[src/rtl/sdram_pkg.sv]
`default_nettype none
// =============================================================================
// Package  : sdram_pkg
// Brief    : Shared encodings for the SDRAM arbiter and refresh timer:
//            core command codes, arbiter state encoding, default refresh period.
// Revision : 1.0 - initial release
// =============================================================================
package sdram_pkg;

    // Command codes presented to the SDRAM command core
    localparam logic [1:0] CMD_NOP = 2'd0;
    localparam logic [1:0] CMD_REF = 2'd1;
    localparam logic [1:0] CMD_WR  = 2'd2;
    localparam logic [1:0] CMD_RD  = 2'd3;

    // Arbiter states
    typedef enum logic [1:0] {
        ST_IDLE    = 2'd0,
        ST_ISSUE   = 2'd1,
        ST_BURST   = 2'd2,
        ST_REFWAIT = 2'd3
    } state_t;

    // 7.8 us between refreshes at 100 MHz
    localparam int unsigned c_REFRESH_PERIOD = 780;

endpackage
`default_nettype wire

[src/rtl/sdram_arbiter_if.sv]
`default_nettype none
// =============================================================================
// Interface : sdram_arbiter_if
// Brief     : Requester flags, SDRAM core command handshake and arbiter status.
//             master = arbiter side, slave = requesters/core side.
// Revision  : 1.0 - initial release
// =============================================================================
interface sdram_arbiter_if;
    logic       enable;
    logic       wr_req;
    logic       rd_req;
    logic       rd_blocked;
    logic       rd_prio;
    logic       core_valid;
    logic [1:0] core_cmd;
    logic       core_ready;
    logic       core_word;
    logic       core_stop;
    logic       core_done;
    logic       wr_grant;
    logic       rd_grant;
    logic [1:0] ref_debt;
    logic       ref_overrun;

    modport master (
        input  enable, wr_req, rd_req, rd_blocked, rd_prio,
        input  core_ready, core_word, core_done,
        output core_valid, core_cmd, core_stop,
        output wr_grant, rd_grant, ref_debt, ref_overrun
    );

    modport slave (
        output enable, wr_req, rd_req, rd_blocked, rd_prio,
        output core_ready, core_word, core_done,
        input  core_valid, core_cmd, core_stop,
        input  wr_grant, rd_grant, ref_debt, ref_overrun
    );
endinterface
`default_nettype wire

[src/rtl/sdram_refresh_timer.sv]
`default_nettype none
// =============================================================================
// Module   : sdram_refresh_timer
// Brief    : Periodic refresh tick generator with a saturating 2-bit debt
//            counter and a sticky overrun flag.
// Revision : 1.0 - initial release
// =============================================================================
module sdram_refresh_timer
    import sdram_pkg::*;
#(
    parameter int unsigned REFRESH_PERIOD = c_REFRESH_PERIOD
) (
    input  logic       clk,
    input  logic       rst,
    input  logic       enable,
    input  logic       ref_done,
    output logic [1:0] ref_debt,
    output logic       ref_overrun
);

    localparam int unsigned          c_TMR_W  = $clog2(REFRESH_PERIOD);
    localparam logic [c_TMR_W-1:0]   c_RELOAD = c_TMR_W'(REFRESH_PERIOD - 1);

    logic [c_TMR_W-1:0] r_timer;
    logic [1:0]         r_debt;
    logic               r_overrun;
    logic               w_tick;

    assign w_tick      = enable && (r_timer == '0);
    assign ref_debt    = r_debt;
    assign ref_overrun = r_overrun;

    // Down-counter: parked at reload while disabled, reloads on every tick
    always_ff @(posedge clk) begin
        if (rst || !enable) begin
            r_timer <= c_RELOAD;
        end else if (w_tick) begin
            r_timer <= c_RELOAD;
        end else begin
            r_timer <= r_timer - c_TMR_W'(1);
        end
    end

    // Debt: +1 per tick (saturating), -1 per finished refresh; both cancel
    always_ff @(posedge clk) begin
        if (rst) begin
            r_debt    <= 2'd0;
            r_overrun <= 1'b0;
        end else begin
            if (!enable) begin
                r_debt <= 2'd0;
            end else if (w_tick && !ref_done) begin
                if (r_debt != 2'd3) begin
                    r_debt <= r_debt + 2'd1;
                end
            end else if (ref_done && !w_tick) begin
                if (r_debt != 2'd0) begin
                    r_debt <= r_debt - 2'd1;
                end
            end
            if (w_tick && (r_debt == 2'd3)) begin
                r_overrun <= 1'b1;
            end
        end
    end

endmodule
`default_nettype wire

[src/rtl/sdram_arbiter.sv]
`default_nettype none
// =============================================================================
// Module   : sdram_arbiter
// Brief    : Time-sliced scheduler for the single SDRAM port. Arbitrates
//            refresh, sample-write and readback bursts, bounds bursts to a
//            word quantum and asks the core to stop when refresh is owed.
// Revision : 1.0 - initial release
// =============================================================================
module sdram_arbiter
    import sdram_pkg::*;
#(
    parameter int unsigned REFRESH_PERIOD = c_REFRESH_PERIOD,
    parameter int unsigned QUANTUM        = 64,
    parameter int unsigned STARVE_LIMIT   = 4
) (
    input  logic            clk,
    input  logic            rst,
    sdram_arbiter_if.master bus
);

    localparam int unsigned         c_WCNT_W   = $clog2(QUANTUM + 1);
    localparam int unsigned         c_SKIP_W   = $clog2(STARVE_LIMIT + 1);
    localparam logic [c_WCNT_W-1:0] c_LAST     = c_WCNT_W'(QUANTUM - 1);
    localparam logic [c_SKIP_W-1:0] c_SKIP_MAX = c_SKIP_W'(STARVE_LIMIT);

    state_t              r_state;
    state_t              w_state_nxt;
    logic [1:0]          r_cmd;
    logic                r_wr_grant;
    logic                r_rd_grant;
    logic                r_stop;
    logic [c_WCNT_W-1:0] r_word_cnt;
    logic [c_SKIP_W-1:0] r_skip_cnt;
    logic                w_sel;
    logic [1:0]          w_sel_cmd;
    logic                w_skip_inc;
    logic                w_rd_elig;
    logic                w_handshake;
    logic                w_ref_done;
    logic [1:0]          w_ref_debt;

    assign w_rd_elig   = bus.rd_req && !bus.rd_blocked;
    assign w_handshake = (r_state == ST_ISSUE) && bus.core_ready;
    assign w_ref_done  = (r_state == ST_REFWAIT) && bus.core_done;

    sdram_refresh_timer #(
        .REFRESH_PERIOD (REFRESH_PERIOD)
    ) u_refresh_timer (
        .clk         (clk),
        .rst         (rst),
        .enable      (bus.enable),
        .ref_done    (w_ref_done),
        .ref_debt    (w_ref_debt),
        .ref_overrun (bus.ref_overrun)
    );

    assign bus.core_valid = (r_state == ST_ISSUE);
    assign bus.core_cmd   = r_cmd;
    assign bus.core_stop  = r_stop;
    assign bus.wr_grant   = r_wr_grant;
    assign bus.rd_grant   = r_rd_grant;
    assign bus.ref_debt   = w_ref_debt;

    // State register
    always_ff @(posedge clk) begin
        if (rst) begin
            r_state <= ST_IDLE;
        end else begin
            r_state <= w_state_nxt;
        end
    end

    // Next state and IDLE selection: refresh first, then read/write with starvation guard
    always_comb begin
        w_state_nxt = r_state;
        w_sel       = 1'b0;
        w_sel_cmd   = CMD_NOP;
        w_skip_inc  = 1'b0;
        case (r_state)
            ST_IDLE: begin
                if (bus.enable) begin
                    if (w_ref_debt != 2'd0) begin
                        w_sel     = 1'b1;
                        w_sel_cmd = CMD_REF;
                    end else if (w_rd_elig && bus.wr_req) begin
                        w_sel = 1'b1;
                        if (bus.rd_prio || (r_skip_cnt == c_SKIP_MAX)) begin
                            w_sel_cmd = CMD_RD;
                        end else begin
                            w_sel_cmd  = CMD_WR;
                            w_skip_inc = 1'b1;
                        end
                    end else if (w_rd_elig) begin
                        w_sel     = 1'b1;
                        w_sel_cmd = CMD_RD;
                    end else if (bus.wr_req) begin
                        w_sel     = 1'b1;
                        w_sel_cmd = CMD_WR;
                    end
                end
                if (w_sel) begin
                    w_state_nxt = ST_ISSUE;
                end
            end
            ST_ISSUE: begin
                if (bus.core_ready) begin
                    w_state_nxt = (r_cmd == CMD_REF) ? ST_REFWAIT : ST_BURST;
                end
            end
            ST_BURST, ST_REFWAIT: begin
                if (bus.core_done) begin
                    w_state_nxt = ST_IDLE;
                end
            end
            default: w_state_nxt = ST_IDLE;
        endcase
    end

    // Latch the selected command and track how often a read lost contention
    always_ff @(posedge clk) begin
        if (rst) begin
            r_cmd      <= CMD_NOP;
            r_skip_cnt <= '0;
        end else if (w_sel) begin
            r_cmd <= w_sel_cmd;
            if (w_sel_cmd == CMD_RD) begin
                r_skip_cnt <= '0;
            end else if (w_skip_inc) begin
                r_skip_cnt <= r_skip_cnt + c_SKIP_W'(1);
            end
        end
    end

    // Burst bookkeeping: grant flags, word quantum and the registered stop request
    always_ff @(posedge clk) begin
        if (rst) begin
            r_wr_grant <= 1'b0;
            r_rd_grant <= 1'b0;
            r_stop     <= 1'b0;
            r_word_cnt <= '0;
        end else if (w_handshake && (r_cmd != CMD_REF)) begin
            r_wr_grant <= (r_cmd == CMD_WR);
            r_rd_grant <= (r_cmd == CMD_RD);
            r_word_cnt <= '0;
        end else if (r_state == ST_BURST) begin
            if (bus.core_done) begin
                r_wr_grant <= 1'b0;
                r_rd_grant <= 1'b0;
                r_stop     <= 1'b0;
            end else begin
                if (bus.core_word) begin
                    r_word_cnt <= r_word_cnt + c_WCNT_W'(1);
                end
                if ((bus.core_word && (r_word_cnt == c_LAST)) ||
                    (w_ref_debt != 2'd0) || !bus.enable) begin
                    r_stop <= 1'b1;
                end
            end
        end
    end

endmodule
`default_nettype wire

[src/flat_wrapper.sv]
// flat-port wrapper written by rule: the top's interface ports become plain ports
module sdram_arbiter_flat import sdram_pkg::*;
#(
    parameter int unsigned REFRESH_PERIOD = c_REFRESH_PERIOD,
    parameter int unsigned QUANTUM        = 64,
    parameter int unsigned STARVE_LIMIT   = 4
)
  (clk, rst, bus_enable, bus_wr_req, bus_rd_req, bus_rd_blocked, bus_rd_prio, bus_core_ready, bus_core_word, bus_core_done, bus_core_valid, bus_core_cmd, bus_core_stop, bus_wr_grant, bus_rd_grant, bus_ref_debt, bus_ref_overrun);
  sdram_arbiter_if bus_i ();
  input  logic clk;
  input  logic rst;
  input wire logic [$bits(bus_i.enable)-1:0] bus_enable;
  input wire logic [$bits(bus_i.wr_req)-1:0] bus_wr_req;
  input wire logic [$bits(bus_i.rd_req)-1:0] bus_rd_req;
  input wire logic [$bits(bus_i.rd_blocked)-1:0] bus_rd_blocked;
  input wire logic [$bits(bus_i.rd_prio)-1:0] bus_rd_prio;
  input wire logic [$bits(bus_i.core_ready)-1:0] bus_core_ready;
  input wire logic [$bits(bus_i.core_word)-1:0] bus_core_word;
  input wire logic [$bits(bus_i.core_done)-1:0] bus_core_done;
  output wire logic [$bits(bus_i.core_valid)-1:0] bus_core_valid;
  output wire logic [$bits(bus_i.core_cmd)-1:0] bus_core_cmd;
  output wire logic [$bits(bus_i.core_stop)-1:0] bus_core_stop;
  output wire logic [$bits(bus_i.wr_grant)-1:0] bus_wr_grant;
  output wire logic [$bits(bus_i.rd_grant)-1:0] bus_rd_grant;
  output wire logic [$bits(bus_i.ref_debt)-1:0] bus_ref_debt;
  output wire logic [$bits(bus_i.ref_overrun)-1:0] bus_ref_overrun;
  assign bus_i.enable = bus_enable;
  assign bus_i.wr_req = bus_wr_req;
  assign bus_i.rd_req = bus_rd_req;
  assign bus_i.rd_blocked = bus_rd_blocked;
  assign bus_i.rd_prio = bus_rd_prio;
  assign bus_i.core_ready = bus_core_ready;
  assign bus_i.core_word = bus_core_word;
  assign bus_i.core_done = bus_core_done;
  assign bus_core_valid = bus_i.core_valid;
  assign bus_core_cmd = bus_i.core_cmd;
  assign bus_core_stop = bus_i.core_stop;
  assign bus_wr_grant = bus_i.wr_grant;
  assign bus_rd_grant = bus_i.rd_grant;
  assign bus_ref_debt = bus_i.ref_debt;
  assign bus_ref_overrun = bus_i.ref_overrun;
  sdram_arbiter #(.REFRESH_PERIOD(REFRESH_PERIOD), .QUANTUM(QUANTUM), .STARVE_LIMIT(STARVE_LIMIT)) u_core (.clk(clk), .rst(rst), .bus(bus_i));
endmodule
[config.mk]
export PLATFORM = sky130hd
export DESIGN_NAME = sdram_arbiter_flat
export DESIGN_NICKNAME = d
export VERILOG_FILES = /design/src/rtl/sdram_pkg.sv /design/src/rtl/sdram_arbiter_if.sv /design/src/rtl/sdram_refresh_timer.sv /design/src/rtl/sdram_arbiter.sv /design/src/flat_wrapper.sv
export SDC_FILE = /design/constraint.sdc
export NUM_CORES = 1
export LEC_CHECK = 0
export ABC_AREA = 1
export CAP_MARGIN = 20
export CELL_PAD_IN_SITES_DETAIL_PLACEMENT = 0
export CELL_PAD_IN_SITES_GLOBAL_PLACEMENT = 1
export CORE_MARGIN = 3
export CORE_UTILIZATION = 35
export DETAILED_ROUTE_END_ITERATION = 10
export GPL_ROUTABILITY_DRIVEN = 0
export HOLD_SLACK_MARGIN = 0.02
export PLACE_DENSITY_LB_ADDON = 0.1
export SYNTH_ARGS = -nofsm -noshare
export SYNTH_HDL_FRONTEND = slang
export SYNTH_HIERARCHICAL = 1
export SYNTH_SLANG_ARGS = --single-unit
[constraint.sdc]
create_clock -name clk -period 1.6 [get_ports clk]
set_input_delay 0.32 -clock clk [delete_from_list [all_inputs] [get_ports clk]]
set_output_delay 0.32 -clock clk [all_outputs]
set_load 0.02 [all_outputs]
==> impl_metrics.yaml, run 1 <==
clocking:
  cts_tree: "done"
  insertion_delay_ps: 280
  cts_buffers: 5
  ctsHoldBuffers: 0
  clk_path_buf_depth: 2
  htreeDepth: 2
  cts-root-buf: "clkbuf_8"
  clk_pin_slew_ps: 60
  cts_sinks: 30
floorplanning:
  num_io_pins: 19
  die_area_sq_mm: 0.005455
  die_w_um: 73.86
  core_sq_mm: 0.004414
  initial_core_util_pct: 36.51
  die_h_um: 73.86
  num_rows: 24
sta:
  period_share_pct: 96.07
  finalSetupViolCount: 0
  tightest_slew_ps: 256.3
  hold_slack_ps: 415.8
  rsz0062_at_grt: "yes"
  max_clock_freq_mhz: 650.6
  finalClockSkew_ps: 4.470
  final-max-slew-violation-count: 0
  slew_headroom_pct: 82.78
  period_needed_ps: 1537
  hold_violations: 0
final_layout:
  stdcell_area_sq_mm: 0.002181
  antenna_cells: 0
  nets: 294
  seq_area_sq_um: 603.1
  areaGrowthSynthToFinish_pct: 35.33
  fin_util_pct: 49.40
  layout-drive-gt1-share_pct: 22.22
  fillers: 476
  multi_input_area_sq_um: 897.1
yosys:
  synth.distinct_cells: 26
  yosysSeqAreaShare_pct: 37.27
  synth_top_area_share_pct: 37.27
  synth_area_sq_mm: 0.001612
  async_flop_share_pct: 0
  ys.flop_type: "dfxtp_1"
  postSynthCellCount: 232
  synth_area_leader_cell: "dfxtp_1"
  yosysWarningCount: 6
  synth_seq_cells: 30
  synth-edff-count: 0
  yosys-top-cells-area: "dfxtp_1 (37%), nand2_1 (10%), inv_1 (9.5%), nand3_1 (7.1%), a21oi_1 (5.9%)"
  syn_area_per_cell_sq_um: 6.946
  synthesis.nets: 248
critical_path:
  cp.required_ps: 1280
  r2r-end: "u_core/u_refresh_timer/ref_debt[1]"
  reg2reg_depth: 10
  crit_start: "u_core/u_refresh_timer/ref_overrun"
  crit_path_start_kind: "flop"
  regToRegSetupSlack_ps: 100
  crit_buf_inv: 1
  path_delay_family: "buffers and inverters"
  reg2reg_from: "u_core/u_refresh_timer/r_timer[1]"
  crit_path_max_fanout: 2
  criticalPathCategory: "reg -> out"
  cp_cell_sequence: "clkdlybuf4s50_1"
  crit_path_max_incr_delay_ps: 600
  critPathArrivalTime_ps: 1220
  cp-end-kind: "output port"
  critPathSlowestCell: "clkdlybuf4s50_1"
  cp.depth: 1
routing:
  drt_iter0_drc: 40
  drtPass1Iterations: 4
  vias: 1506
  wl_mm: 3.408
  drc: 0
  vias_per_cell: 4.550
  postRouteAntennaNets: 0
  wl_per_cell_um: 10.30
global_route:
  grt-ovfl-total: 0
  grt_pass1_vias: 1340
  antenna_found_initial: 0
  grt_max_degree: 12
  track_usage_pct: 13.77
  grt_pass1_wl_mm: 5.775
pwr:
  pwr_density_cell_mw_per_mm2: 774.8
  p_switching_mw: 0.3928
  p_seq_share_pct: 45.4
  power_frac_comb_pct: 10.2
  clkPwrFrac_pct: 44.4
  vdd_drop_max_v: 0.0005472
  p_leak_nw: 0.9536
  p_int_mw: 1.297
  p_sw_share_pct: 23.24
place:
  placed_cell_area_sq_mm: 0.002003
  portBuffers: 18
  hpwlAfterDp_mm: 2.615
worst_hold_path:
  min_to: "u_core/u_refresh_timer/r_timer[0]"
  whs_path_depth: 1
  hp-class: "reg -> reg"
  hp-start: "u_core/u_refresh_timer/r_timer[0]"
job:
  maxCapViolations: 0
run_status:
  status: "completed"
==> cells by family (layout without fill, tap and decap cells) <==
group	after synthesis	in the layout	synth area share [%]
buffers and inverters	44	91	10.33
DFF	30	30	37.27
and+or+nand+nor	116	116	34.08
AOI/OAI and AO/OA	30	30	10.40
xor gates and xnor gates	6	6	3.261
adders and majority gates	6	6	4.658
==> worst max-delay path by stage <==
| stage | endpoint | slack, ps |
|---|---|---|
| global route | u_core/u_refresh_timer/ref_debt[1] | -70 |
| global placement | u_core/u_refresh_timer/ref_debt[1] | -140 |
| finish | bus_ref_overrun | 60 |
| detailed placement | u_core/u_refresh_timer/ref_debt[0] | -170 |
| CTS | bus_core_cmd[0] | 30 |
| floorplan | u_core/u_refresh_timer/ref_debt[1] | 60 |
==> layout by cell type, fill, tap and decap left out, types with 2 or more instances in the layout <==
cell / netlist / final
nand2_1: 44 / 44
inv_1: 41 / 38
dfxtp_1: 30 / 28
nor2_1: 25 / 24
nand3_1: 23 / 22
buf_4: 0 / 22
a21oi_1: 19 / 17
clkdlybuf4s50_1: 0 / 14
nor2_2: 8 / 8
xor2_1: 6 / 6
clkbuf_8: 0 / 5
o21ai_0: 6 / 5
inv_2: 1 / 4
nand2_2: 4 / 4
ha_1: 6 / 4
clkinv_2: 1 / 3
dlygate4sd2_1: 0 / 3
nor3_1: 3 / 3
nor2_4: 2 / 3
a21oi_2: 2 / 3
or2_1: 2 / 2
ha_4: 0 / 2
dfxtp_2: 0 / 2
==> cell type report <==
type | instances | share of cell area [%]
well taps | 52 | 2.983
multi-input cells | 158 | 41.14
flip-flops and latches | 30 | 27.65
inverters | 43 | 7.458
clock inverters | 3 | 1.836
clock buffers | 5 | 3.155
repair buffers | 40 | 15.78
==> power by group through the flow <==
stage	Clock, mW	Sequential [mW]	Combinational [mW]
floorplan	0	0.794	0.0713
global placement	0	0.783	0.173
detailed placement	0	0.783	0.172
CTS	0.784	0.766	0.172
global route	0.813	0.768	0.193
finish	0.751	0.767	0.173
==> metal layers <==
layer	up-vias	GRT usage, %	wire [um]
met5	-	0	0
li1	814	-	-
met2	22	21.06	1541
met3	4	4.378	137
met4	0	5.433	53
met1	666	17.85	1675
==> flip-flops by register name, indices dropped and copies added (netlist names) <==
register and flops:
u_core/bus.core_cmd 2, u_core/bus.core_stop 1, u_core/bus.rd_grant 1, u_core/bus.wr_grant 1, u_core/r_skip_cnt 3, u_core/r_state 2
u_core/r_word_cnt 7, u_core/u_refresh_timer/r_timer 10, u_core/u_refresh_timer/ref_debt 2, u_core/u_refresh_timer/ref_overrun 1
==> synthesized netlist by cell type, types with 2 or more instances <==
master / instances
nand3_1: 23
a21oi_1: 19
inv_1: 41
ha_1: 6
dfxtp_1: 30
or2_1: 2
nand2_2: 4
o21ai_0: 6
nor2_1: 25
nor2_2: 8
nor3_1: 3
xor2_1: 6
a21oi_2: 2
nand2_1: 44
nor2_4: 2
==> through the flow <==
stage               instances  power, mW  TNS [ps]  worst slack [ps]
CTS                       329      1.721         0             31.30
global placement          321     0.9563    -599.1            -143.5
detailed placement        321     0.9552    -651.4            -168.4
finish                    331      1.690         0             62.88
floorplan                 232     0.8649         0             60.62
global route              331      1.774    -66.78            -66.78
==> repair_timing <==
action | 4_1_cts | 5_1_grt
setup buffers | 0 | 2
gates resized for setup | 4 | 15
endpoints found under the hold margin | 0 | 0
setup endpoints to repair | 4 | 3
pin swaps | 0 | 7
(Power assumes the default switching activity.)
==> inputs of run 2 (changes only) <==
--- a/config.mk
+++ b/config.mk
@@ -5,12 +5,11 @@
 export SDC_FILE = /design/constraint.sdc
 export NUM_CORES = 1
 export LEC_CHECK = 0
-export ABC_AREA = 1
 export CAP_MARGIN = 20
 export CELL_PAD_IN_SITES_DETAIL_PLACEMENT = 0
 export CELL_PAD_IN_SITES_GLOBAL_PLACEMENT = 1
 export CORE_MARGIN = 3
-export CORE_UTILIZATION = 35
+export CORE_UTILIZATION = 37
 export DETAILED_ROUTE_END_ITERATION = 10
 export GPL_ROUTABILITY_DRIVEN = 0
 export HOLD_SLACK_MARGIN = 0.02
==> impl_metrics.yaml, run 2 <==
run_status:
  status: "finished, violations left"
  violations: "setup timing"
sta:
  finalClockSkew_ps: 4.761
  tightest_slew_ps: 424.8
  slew_headroom_pct: 71.28
  max_clock_freq_mhz: 490.0
  hold_violations: 0
  period_share_pct: 127.5
  rsz0062_at_grt: "yes"
  setup_tns_ps: -1393
  period_needed_ps: 2041
  final-max-slew-violation-count: 0
  finalSetupViolCount: 8
  setup_ws_ps: -440.8
clocking:
  insertion_delay_ps: 280
  clk_pin_slew_ps: 70
  cts-root-buf: "clkbuf_8"
  clk_path_buf_depth: 2
  cts_tree: "done"
  cts_buffers: 5
  cts_sinks: 30
  htreeDepth: 2
global_route:
  grt_pass1_vias: 1417
  grt_max_degree: 10
  grt-ovfl-total: 0
  antenna_found_initial: 0
  grt_pass1_wl_mm: 6.230
  track_usage_pct: 15.88
yosys:
  synth_area_sq_mm: 0.001494
  synth_common_cells: "dfxtp_1 (30), nand2_1 (16), a21oi_1 (14), nor2_1 (12), inv_1 (10)"
  yosysSeqAreaShare_pct: 40.20
  synth_area_leader_cell: "dfxtp_1"
  yosysMostFrequentCell: "dfxtp_1"
  ys.flop_type: "dfxtp_1"
  async_flop_share_pct: 0
  yosys-top-cells-area: "dfxtp_1 (40%), ha_1 (5.0%), a21oi_1 (4.7%), nand2_1 (4.0%), xor2_1 (3.5%)"
  synth-edff-count: 0
  synth_top_area_share_pct: 40.20
  syn_area_per_cell_sq_um: 8.586
  synth_seq_cells: 30
  postSynthCellCount: 174
  yosysWarningCount: 6
  synthesis.nets: 190
  synth.distinct_cells: 47
floorplanning:
  num_rows: 22
  num_io_pins: 19
  die_area_sq_mm: 0.004836
  die_w_um: 69.54
  core_sq_mm: 0.003771
  die_h_um: 69.54
  initial_core_util_pct: 39.62
final_layout:
  final_common_cell: "buf_4"
  layout-drive-gt1-share_pct: 30.08
  antenna_cells: 0
  fillers: 331
  areaGrowthSynthToFinish_pct: 49.58
  nets: 251
  largest_register_ffs: 10
  top_regs: "u_core/u_refresh_timer/r_timer x10, u_core/r_word_cnt x7, u_core/r_skip_cnt x3"
  top_register: "u_core/u_refresh_timer/r_timer"
  final_cell_mix: "buf_4 (37), dfxtp_1 (27), nand2_1 (16)"
worst_hold_path:
  hp-start: "u_core/r_skip_cnt[1]"
  hp-class: "reg -> reg"
  whs_path_depth: 2
  min_to: "u_core/r_skip_cnt[1]"
place:
  hpwlAfterDp_mm: 2.568
  post-place-ws_ps: -476.6
  portBuffers: 18
critical_path:
  cp_common_cell: "ha_4"
  crit_path_max_incr_delay_ps: 480
  cp.required_ps: 1820
  cp_cell_sequence: "inv_2 > ha_4 > or4b_4 > nor3_4 > and2_4 > ha_4 > or3_4 > a21oi_2"
  regToRegSetupSlack_ps: -440
  cp-end-kind: "flop"
  crit_buf_inv: 1
  critPathArrivalTime_ps: 2260
  crit_path_max_fanout: 4
  critPathSlowestCell: "or4b_4"
  reg2reg_depth: 8
  path_delay_family: "simple AND/OR/NAND/NOR gates"
  reg2reg_from: "u_core/u_refresh_timer/r_timer[1]"
  crit_path_start_kind: "flop"
  criticalPathCategory: "reg -> reg"
  r2r-end: "u_core/u_refresh_timer/ref_debt[0]"
routing:
  drtPass1Iterations: 4
  wl_mm: 3.516
  vias_per_cell: 5.229
  drt_iter0_drc: 63
  wl_per_cell_um: 12.38
  vias: 1485
  postRouteAntennaNets: 0
  drc: 0
pwr:
  pwr_density_cell_mw_per_mm2: 742.4
  p_leak_nw: 0.9386
  vdd_drop_max_v: 0.0005803
job:
  maxCapViolations: 0
run 2: cell count changes after synthesis, sizes merged, moves of 5 or more:
cell / change
nand2b: +7
or3: +5
nand2: -32
inv: -32
nand3: -22
nor2b: +6
nor2: -23
a21oi: -7
run 2: what timing repair did:
item,CTS,global route
resized for setup,11,12
setup endpoints to repair,11,13
pin swaps,2,2
buffers inserted,3,4
hold buffers,0,0
run 2: final cells by class:
type	count	area (sq um)	area share [%]
clock buffer	8	110.1	4.927
inverter	10	37.54	1.680
multi-input combinational	130	928.4	41.55
sequential	30	604.3	27.04
tap	48	60.06	2.688
timing repair buffer	58	494.2	22.12
run 2: worst register-to-register path, cell delays in order, from the launching register on:
cell and delay [ps]:
dfxtp_2 320, inv_2 70, ha_4 130, or4b_4 480, nor3_4 150, and2_4 170, ha_4 210, or3_4 330
a21oi_2 120
run 2: worst max path at each step:
stage,start,endpoint,slack (ps),cells past startpoint
global placement,u_core/u_refresh_timer/r_timer[1],u_core/u_refresh_timer/ref_debt[0],-400,8
global route,u_core/u_refresh_timer/r_timer[1],u_core/u_refresh_timer/ref_debt[0],-500,8
CTS,u_core/u_refresh_timer/r_timer[1],u_core/u_refresh_timer/ref_debt[0],-440,8
finish,u_core/u_refresh_timer/r_timer[1],u_core/u_refresh_timer/ref_debt[0],-440,8
floorplan,u_core/u_refresh_timer/r_timer[1],u_core/u_refresh_timer/ref_debt[0],-380,9
detailed placement,u_core/u_refresh_timer/r_timer[1],u_core/u_refresh_timer/ref_debt[0],-480,8
run 2: report_power, final:
group | total [mW] | internal, mW | switching [mW] | leakage (nW)
logic | 0.176 | 0.0930 | 0.0829 | 0.639
registers | 0.769 | 0.760 | 0.00953 | 0.242
clock network | 0.714 | 0.434 | 0.280 | 0.0575
total | 1.66 | 1.29 | 0.372 | 0.939
run 2: metal layers:
layer  share of wire (%)  track usage, %  up-vias
li1                    -               -      751
met2                  46           23.41       23
met5                   0               0        -
met3                 4.1           5.072        8
met4                 1.8           6.941        0
met1                  48           21.12      703
run 2: logic make-up (layout without fill, tap and decap cells):
family	after synthesis	count (layout)	synth area share (%)
simple gates	76	76	29.15
compound gates	40	40	17.00
flops	30	30	40.20
buf+inv	14	76	3.853
xor+xnor	7	7	4.104
fa+ha+maj	6	6	5.025
mux	1	1	0.6700
run 2: through the flow:
step                power, mW  cell area [sq um]  util (%)  cells  hold slack (ps)
global placement       0.9561               2017     53.48    271            453.6
global route            1.741               2235     59.26    284            516.1
floorplan              0.8582               1534         -    174            384.4
CTS                     1.678               2175     57.66    282            476.5
finish                  1.659               2235     59.26    284            475.6
detailed placement     0.9598               2017     53.48    271            467.0
==> inputs of run 3 (changes only) <==
--- a/config.mk
+++ b/config.mk
@@ -9,11 +9,12 @@
 export CELL_PAD_IN_SITES_DETAIL_PLACEMENT = 0
 export CELL_PAD_IN_SITES_GLOBAL_PLACEMENT = 1
 export CORE_MARGIN = 3
-export CORE_UTILIZATION = 37
+export CORE_UTILIZATION = 41
 export DETAILED_ROUTE_END_ITERATION = 10
 export GPL_ROUTABILITY_DRIVEN = 0
 export HOLD_SLACK_MARGIN = 0.02
 export PLACE_DENSITY_LB_ADDON = 0.1
+export SETUP_SLACK_MARGIN = 0.4
 export SYNTH_ARGS = -nofsm -noshare
 export SYNTH_HDL_FRONTEND = slang
 export SYNTH_HIERARCHICAL = 1
==> constraint.sdc (replaced) <==
create_clock -name clk -period 2.1 [get_ports clk]
set_input_delay 0.42 -clock clk [delete_from_list [all_inputs] [get_ports clk]]
set_output_delay 0.42 -clock clk [all_outputs]
set_load 0.02 [all_outputs]
==> impl_metrics.yaml, run 3 (synthesis gave the netlist of run 2 again) <==
critical_path:
  cp.required_ps: 2350
  reg2reg_depth: 9
  crit_path_max_fanout: 4
  critPathArrivalTime_ps: 2360
  cp-end-kind: "flop"
  criticalPathCategory: "reg -> reg"
  crit_path_start_kind: "flop"
  regToRegSetupSlack_ps: -5
  r2r-end: "u_core/u_refresh_timer/ref_debt[0]"
  reg2reg_from: "u_core/u_refresh_timer/r_timer[1]"
sta:
  period_share_pct: 100.2
  finalClockSkew_ps: 8.781
  hold_violations: 0
  slew_headroom_pct: 69.02
  setup_ws_ps: -4.596
  tightest_slew_ps: 460.4
  finalSetupViolCount: 1
  final-max-slew-violation-count: 0
  rsz0062_at_grt: "yes"
  period_needed_ps: 2105
  max_clock_freq_mhz: 475.2
floorplanning:
  core_sq_mm: 0.003416
  die_h_um: 66.37
  num_io_pins: 19
  initial_core_util_pct: 43.74
  die_area_sq_mm: 0.004404
  die_w_um: 66.37
  num_rows: 21
place:
  hpwlAfterDp_mm: 2.300
  dp.cells: 240
  portBuffers: 18
final_layout:
  fin_util_pct: 57.47
  largest_register_ffs: 10
  final_common_cell: "dfxtp_1"
  final_cell_mix: "dfxtp_1 (25), nand2_1 (16), buf_4 (15)"
  layout-drive-gt1-share_pct: 20.38
  nets: 226
  final_cells: 257
  fillers: 325
  top_regs: "u_core/u_refresh_timer/r_timer x10, u_core/r_word_cnt x7, u_core/r_skip_cnt x3"
  areaGrowthSynthToFinish_pct: 31.41
  top_register: "u_core/u_refresh_timer/r_timer"
  antenna_cells: 0
run_status:
  status: "finished, violations left"
  violations: "setup timing"
worst_hold_path:
  hp-class: "reg -> reg"
  whs_path_depth: 2
  hp-start: "u_core/r_skip_cnt[1]"
  min_to: "u_core/r_skip_cnt[1]"
global_route:
  track_usage_pct: 15.97
  antenna_found_initial: 0
  grt_pass1_wl_mm: 5.457
  grt-ovfl-total: 0
  grt_max_degree: 11
  grt_pass1_vias: 1297
pwr:
  pwr_density_cell_mw_per_mm2: 581.7
  p_leak_nw: 0.7827
  vdd_drop_max_v: 0.0003946
clocking:
  insertion_delay_ps: 330
  cts_sinks: 30
  clk_path_buf_depth: 2
  ctsHoldBuffers: 0
  htreeDepth: 2
  cts-root-buf: "clkbuf_4"
  cts_buffers: 5
  cts_tree: "done"
  clk_pin_slew_ps: 90
routing:
  vias_per_cell: 5.377
  wl_met2_mm: 1.551
  wl_mm: 3.296
  wl_per_cell_um: 12.82
  drtPass1Iterations: 4
  postRouteAntennaNets: 0
  met3RoutedLength_um: 186
  wl_met1_mm: 1.528
  drt_iter0_drc: 91
  drc: 0
  vias: 1382
  highest_layer: "met4"
job:
  maxCapViolations: 0
## run 3: final cells by class
type | count | area [sq um] | share of cell area (%)
clock buffers | 5 | 37.54 | 1.912
clock inverters | 3 | 40.04 | 2.040
inverters | 10 | 37.54 | 1.912
multi-input cells | 130 | 892.1 | 45.44
flip-flops and latches | 30 | 611.8 | 31.17
well taps | 46 | 57.56 | 2.932
repair buffers | 33 | 286.5 | 14.60
## run 3: worst max-delay path, stage by stage (launching register included)
cell and delay (ps):
dfxtp_2 340, inv_2 70, ha_4 140, or4b_4 480, nor3_4 150, and2_4 180
ha_4 150, nor2_2 30, or3_1 350, a21oi_1 150
## run 3: metal layers
metal  vias up  global-route usage [%]
li1        703                       -
met2        39                   26.52
met3         4                   5.272
met4         0                   5.330
met5         -                       0
met1       636                   19.21
## run 3: worst max path at each step
stage                                      startpoint                                 end  cells after the start
finish              u_core/u_refresh_timer/r_timer[1]  u_core/u_refresh_timer/ref_debt[0]                      9
global route        u_core/u_refresh_timer/r_timer[1]  u_core/u_refresh_timer/ref_debt[0]                      9
CTS                 u_core/u_refresh_timer/r_timer[1]  u_core/u_refresh_timer/ref_debt[0]                      9
detailed placement  u_core/u_refresh_timer/r_timer[0]  u_core/u_refresh_timer/ref_debt[0]                      9
global placement    u_core/u_refresh_timer/r_timer[1]  u_core/u_refresh_timer/ref_debt[0]                      9
floorplan           u_core/u_refresh_timer/r_timer[1]  u_core/u_refresh_timer/ref_debt[0]                      9
## run 3: report_power, final
group          switching, mW  total (mW)  internal, mW
sequential            0.0103       0.587         0.577
clock                  0.201       0.447         0.246
combinational         0.0546       0.108        0.0531
total                  0.266        1.14         0.876
## run 3: what timing repair did
| item | in CTS | in global routing |
|---|---|---|
| endpoints found under the setup margin | 12 | 9 |
| buffers inserted | 7 | 2 |
| resized for setup | 15 | 5 |
| pin swaps | 3 | 1 |
## run 3: through the flow
step / worst slack, ps / hold WS (ps) / instance area [sq um] / power, mW / TNS (ps)
final: -4.596 / 478.5 / 1963 / 1.142 / -4.596
after global routing: -69.00 / 499.4 / 1963 / 1.198 / -69.00
after CTS: 12.02 / 479.9 / 1937 / 1.160 / 0
after detailed placement: -26.41 / 405.5 / 1797 / 0.7056 / -26.41
after global placement: 58.79 / 393.0 / 1797 / 0.7044 / 0
after floorplan: 120.3 / 384.4 / 1534 / 0.6539 / 0
